$ cat src/rtl/pipelined_mac_multiplier.sv
// Iterative chunked multiplier with signed/unsigned operands and an internal multiply-accumulate register.
// Build option: define PIPELINED_MAC_SATURATE_EN to clamp the accumulator on overflow instead of wrapping.
module pipelined_mac_multiplier #(
  parameter int unsigned WIDTH     = 18,
  parameter int unsigned CHUNK     = 6,
  parameter int unsigned ACC_WIDTH = 2*WIDTH+4
) (
  input  logic                 clk,
  input  logic                 resetn,
  input  logic [WIDTH-1:0]     a,
  input  logic [WIDTH-1:0]     b,
  input  logic                 is_signed,
  input  logic [1:0]           mode,
  input  logic                 input_rdy,
  output logic                 busy,
  output logic                 out_valid,
  output logic [2*WIDTH-1:0]   p,
  output logic [ACC_WIDTH-1:0] acc,
  output logic                 acc_ovf
);

  localparam int unsigned PW    = 2*WIDTH;
  localparam int unsigned N     = (WIDTH + CHUNK - 1) / CHUNK;
  localparam int unsigned CNT_W = (N > 1) ? $clog2(N) : 1;
  localparam logic [CNT_W-1:0]     LAST     = CNT_W'(N - 1);
  localparam logic [ACC_WIDTH-1:0] EXT_MASK = {ACC_WIDTH{1'b1}} << PW;
`ifdef PIPELINED_MAC_SATURATE_EN
  localparam logic [ACC_WIDTH-1:0] SAT_MAX  = {1'b0, {(ACC_WIDTH-1){1'b1}}};
  localparam logic [ACC_WIDTH-1:0] SAT_MIN  = {1'b1, {(ACC_WIDTH-1){1'b0}}};
`endif

  typedef enum logic [1:0] {
    MODE_MUL  = 2'b00,
    MODE_ADD  = 2'b01,
    MODE_SUB  = 2'b10,
    MODE_LOAD = 2'b11
  } mode_e;

  typedef enum logic [1:0] {
    S_IDLE,
    S_ITER,
    S_DONE
  } state_e;

  state_e           state, state_next;
  logic [CNT_W-1:0] cnt, cnt_next;
  logic             accept_c, iter_c, finish_c;

  logic [PW-1:0]    a_sh;
  logic [WIDTH-1:0] b_sh;
  logic             sgn_q;
  mode_e            mode_q;
  logic [PW-1:0]    psum;

  logic [PW-1:0]    a_ext_c;
  logic [CHUNK-1:0] slice_c;
  logic             top_neg_c;
  logic [PW-1:0]    term_c;
  logic [WIDTH-1:0] b_next_c;

  logic [ACC_WIDTH-1:0] p_ext_c, addend_c, sum_c, mac_c;
  logic                 is_sub_c, ovf_c;

  // Sequencer: idle -> N slice iterations -> one completion cycle.
  always_comb begin
    state_next = state;
    cnt_next   = cnt;
    accept_c   = 1'b0;
    iter_c     = 1'b0;
    finish_c   = 1'b0;
    unique case (state)
      S_IDLE: begin
        if (input_rdy) begin
          accept_c   = 1'b1;
          cnt_next   = '0;
          state_next = S_ITER;
        end
      end
      S_ITER: begin
        iter_c = 1'b1;
        if (cnt == LAST) begin
          state_next = S_DONE;
        end else begin
          cnt_next = cnt + CNT_W'(1);
        end
      end
      S_DONE: begin
        finish_c   = 1'b1;
        cnt_next   = '0;
        state_next = S_IDLE;
      end
      default: state_next = S_IDLE;
    endcase
  end

  always_ff @(posedge clk) begin
    if (!resetn) begin
      state     <= S_IDLE;
      cnt       <= '0;
      busy      <= 1'b0;
      out_valid <= 1'b0;
    end else begin
      state     <= state_next;
      cnt       <= cnt_next;
      busy      <= (state_next != S_IDLE);
      out_valid <= finish_c;
    end
  end

  // One slice term; the top slice of a signed b carries negative weight 2^CHUNK on its MSB.
  always_comb begin
    a_ext_c   = {{WIDTH{is_signed & a[WIDTH-1]}}, a};
    slice_c   = b_sh[CHUNK-1:0];
    top_neg_c = sgn_q && (cnt == LAST) && slice_c[CHUNK-1];
    term_c    = a_sh * PW'(slice_c);
    if (top_neg_c) begin
      term_c = term_c - (a_sh << CHUNK);
    end
    if (sgn_q) begin
      b_next_c = $signed(b_sh) >>> CHUNK;
    end else begin
      b_next_c = b_sh >> CHUNK;
    end
  end

  // Accumulator update with two's-complement overflow detection on the signed register.
  always_comb begin
    p_ext_c = ACC_WIDTH'(psum);
    if (sgn_q && psum[PW-1]) begin
      p_ext_c = p_ext_c | EXT_MASK;
    end
    is_sub_c = (mode_q == MODE_SUB);
    addend_c = is_sub_c ? ~p_ext_c : p_ext_c;
    sum_c    = acc + addend_c + ACC_WIDTH'(is_sub_c);
    ovf_c    = (acc[ACC_WIDTH-1] == addend_c[ACC_WIDTH-1]) &&
               (sum_c[ACC_WIDTH-1] != acc[ACC_WIDTH-1]);
`ifdef PIPELINED_MAC_SATURATE_EN
    if (ovf_c) begin
      mac_c = acc[ACC_WIDTH-1] ? SAT_MIN : SAT_MAX;
    end else begin
      mac_c = sum_c;
    end
`else
    mac_c = sum_c;
`endif
  end

  always_ff @(posedge clk) begin
    if (!resetn) begin
      a_sh    <= '0;
      b_sh    <= '0;
      sgn_q   <= 1'b0;
      mode_q  <= MODE_MUL;
      psum    <= '0;
      p       <= '0;
      acc     <= '0;
      acc_ovf <= 1'b0;
    end else begin
      if (accept_c) begin
        a_sh   <= a_ext_c;
        b_sh   <= b;
        sgn_q  <= is_signed;
        mode_q <= mode_e'(mode);
        psum   <= '0;
      end else if (iter_c) begin
        psum <= psum + term_c;
        a_sh <= a_sh << CHUNK;
        b_sh <= b_next_c;
      end
      if (finish_c) begin
        p <= psum;
        unique case (mode_q)
          MODE_ADD, MODE_SUB: begin
            acc <= mac_c;
            if (ovf_c) begin
              acc_ovf <= 1'b1;
            end
          end
          MODE_LOAD: begin
            acc     <= p_ext_c;
            acc_ovf <= 1'b0;
          end
          default: ;
        endcase
      end
    end
  end

endmodule

$ cat config.mk
export PLATFORM = sky130hd
export DESIGN_NAME = pipelined_mac_multiplier
export DESIGN_NICKNAME = d
export VERILOG_FILES = /design/src/rtl/pipelined_mac_multiplier.sv
export SDC_FILE = /design/constraint.sdc
export NUM_CORES = 1
export LEC_CHECK = 0
export CORE_AREA = 8 8 201 203
export DETAILED_ROUTE_END_ITERATION = 8
export DIE_AREA = 0 0 209 211
export PLACE_DENSITY = 0.71
export SLEW_MARGIN = 5
export SYNTH_ARGS = -nofsm -noshare
export SYNTH_HDL_FRONTEND = slang
export SYNTH_SLANG_ARGS = --single-unit
$ cat constraint.sdc
create_clock -name clk -period 8.03 [get_ports clk]
set_input_delay 2.0075 -clock clk [delete_from_list [all_inputs] [get_ports clk]]
set_output_delay 2.0075 -clock clk [all_outputs]
set_load 0.01 [all_outputs]
==> results by group <==
Timing
  – Max Slew Vio Count: 0
  – Final hold violation count: 0
  – Worst hold slack: approximately 460 ps
  – Clock Skew: around 18 ps
  – Rel. slew slack: 27.5%
  – Setup violators final: 1
  – RSZ-0062 raised after global routing: yes
  – Max Fclk: ~0.12 GHz
  – Worst Max-Slew Pin Slew: between 1000 and 1500 ps
  – Fin crit share: 101%
  – Setup ws final: -62.4 ps
  – Minimum clock period: roughly 8100 ps

Global route
  – GRT Util Overall: roughly 22%
  – Global-route wire length before repair: approximately 82000 µm
  – Initial antenna violation count: 0
  – Largest net degree at the start of global routing: 80
  – Total grt overflow: 0
  – Number of global-route vias before repair: approximately 16000

Synth
  – Cells after Synth: 2314
  – Syn. warnings: 0
  – Post-synthesis cell area: 18400 µm²
  – Post-synth EDFFs: 0
  – Synth Area in Adders: approximately a quarter
  – Most used DFF post-synth: dfxtp_1
  – Synth Area in Compound Gates: 23.7%
  – #FFs+latches synth: roughly 180
  – Proportion of synthesized area in mux cells: 0.687%
  – Synth Area in Simple Gates: between 10% and 20%
  – Syn Nets: approximately 2600
  – Post-synthesis xor/xnor area fraction: around 7.4%
  – Async set-or-reset flop fraction in the synthesized netlist: 0%
  – Main combinational cell family by area after synthesis: adder cells
  – Sequential area share after synthesis: a little under a fifth
  – Netlist cell types: around 80
  – Syn avg cell area: 7.95 µm²

Drt
  – Final WL: between 50000 and 60000 µm
  – DR vias/cell: about 5.6
  – DRT iter0 DRCs: 980
  – DRC viols: 0
  – Via count: ~17000
  – Pre-Repair DR Iteration Count: 5
  – Wire length per cell: around 17 µm
  – Post-DRT Antenna Nets: 0

Cells and area
  – Fraction of layout cells with a size suffix above 1: about an eighth
  – Leading cell type in the layout, fill and taps excluded: nand2_1
  – # diodes: 0
  – Synth-to-layout area growth: 19.7%
  – Final core utilization: 59.3%
  – Most frequent cells in the layout: nand2_1, inv_1, a21oi_1, dfxtp_1, buf_4
  – Nets@finish: around 2800
  – Fillers: around 3200

Floorplanning
  – Num ports: between 100 and 150
  – # rows: just over 70
  – Core region area: 37100 µm²
  – Die footprint: 44100 µm²
  – Initial cell density of the core: just under 50%
  – Die height: around 210 µm
  – Die W: roughly 210 µm

Outcome
  – Status: complete, but fails checks
  – Failing checks: negative setup slack

Clock network
  – CTS Buf Count: 17
  – Clock slew at reported path FFs: 80 ps
  – Number of H-tree levels: 4
  – CTS tree: done
  – Clk sinks: around 180
  – Clk Latency, worst-skew pair: about 460 ps
  – Clock buffer depth: 2
  – CTS Hold Buffers Added: 0
  – Clk root buf: clkbuf_16

Critical path
  – Worst Setup EP: psum[35]
  – Required time worst endpoint: around 8400 ps
  – CP delay by family, top: compound AO/OA/AOI/OAI gates
  – Critical Path Stages: 37
  – Critical Path Start: b_sh[2]
  – Beginning of the worst register-to-register path: b_sh[2]
  – R2R depth: 37
  – Setup CP Type: register to register
  – Largest fanout on the critical path: 5
  – Startpoint types: register
  – CP Capture Type: register
  – Slowest cell delay on critical path: approximately 570 ps
  – Reg2reg setup slack: -60 ps
  – WP data arrival: approximately 8500 ps
  – FF-to-FF End: psum[35]
  – CP bufs+invs: 6
  – CP max-delay cell: fa_1

Pwr
  – Pleak: about 10 nW
  – Max rail drop VDD: about 0.00018 V
  – Pwr Total: 3.63 mW
  – Cell Pwr Density: ~160 nW/µm²

Worst hold path
  – HP Class: register to register

Placed design
  – Dpl hpwl: approximately 38000 µm
  – Routability cong.: 0.906
  – Buffers added on ports: 120
  – Pre-CTS setup slack: -217 ps

Flow run
  – Maxcap violations: 0
[worst min-delay path by stage]
stage          cells after the start  slack (ps)       from        end
3_3_place_gp                       2         450      p[25]      p[25]
6_report                           2         460       p[2]       p[2]
5_1_grt                            2         490      p[20]      p[20]
3_5_place_dp                       2         460       p[2]       p[2]
2_1_floorplan                      2         460  mode_q[0]  mode_q[0]
4_1_cts                            2         470       p[2]       p[2]
[layer usage]
layer / up-vias / GRT usage (%) / share of wire [%]
met5: - / 0 / 0
met4: 0 / 5.74 / 2.0
met3: 53 / 3.38 / 4.8
met2: 420 / 37.0 / 46
met1: 8083 / 29.8 / 47
li1: 8257 / - / -
[metrics by stage]
| stage | area [µm²] | TNS (ps) | instances |
|---|---|---|---|
| floorplan | 18400 | -24.6 | 2314 |
| global placement | 20900 | 0 | 2943 |
| detailed placement | 20900 | -614 | 2943 |
| CTS | 21600 | 0 | 2981 |
| global route | 22000 | -1320 | 2995 |
| finish | 22000 | -62.4 | 2995 |
[what timing repair did]
action / 4_1_cts / 5_1_grt
resized for setup: 32 / 90
setup endpoints to repair: 4 / 14
gates cloned: 0 / 0
buffers inserted: 6 / 15
hold endpoints to repair: 0 / 0
pin swaps: 23 / 71
[tightest hold or removal path: cells and delay by family (launching register included)]
family	cells	cell delay, ps
compound gates	1	60
simple gates	1	40
flops	1	310
[area by class of cell]
type / instances / area [µm²] / share of cell area [%]
Clock inverter: 14 / 139 / 0.631
Clock buffer: 18 / 429 / 1.95
Timing Repair Buffer: 287 / 2510 / 11.4
Tap cell: 474 / 593 / 2.69
Inverter: 207 / 777 / 3.53
Sequential cell: 176 / 3560 / 16.2
Multi-Input combinational cell: 1819 / 14000 / 63.6
[cells by family (layout without fill, tap and decap cells)]
| group | after synthesis | in the layout |
|---|---|---|
| XOR/XNOR | 156 | 156 |
| multiplexers | 12 | 12 |
| adder cells (fa/ha/maj) | 275 | 275 |
| AO/OA/AOI/OAI | 668 | 668 |
| AND/OR/NAND/NOR | 708 | 708 |
| buffers and inverters | 319 | 526 |
| flip-flops | 176 | 176 |
[flip-flops by register name, summed over array words and instances, names as in the netlist]
signal and count:
a_sh 36, state 2, cnt 2, busy 1, b_sh 18, p 36, acc_ovf 1, psum 36
mode_q 2, out_valid 1, acc 40, sgn_q 1
[power breakdown]
part / total (mW) / internal, mW / switching, mW
sequential: 0.982 / 0.911 / 0.0706
clock: 0.838 / 0.413 / 0.425
combinational: 1.81 / 0.858 / 0.950
total: 3.63 / 2.18 / 1.45
[synthesized netlist by cell type, types with 17 or more instances]
cell type  count  area share, %
a21boi_0      57            2.3
a21o_1        66            2.7
a21oi_1      190            5.2
and2_1       133            4.5
and3_1        22           0.75
clkbuf_1     100            2.0
dfxtp_1      176             19
fa_1         128             14
ha_1         147             10
inv_1        207            4.2
nand2_1      342            7.0
nand2b_1      17           0.58
nand3_1       29           0.79
nor2_1        77            1.6
nor2b_1       19           0.65
nor3_1        17           0.46
o211a_1       24            1.3
o211ai_1      27            1.1
o21a_1        23           0.94
o21ai_0      115            3.1
o21ai_1       19           0.52
o21bai_1      22           0.90
o22ai_1       27           0.92
xnor2_1       76            3.6
xor2_1        80            3.8
Note: power is estimated with default switching activity, not from simulation.
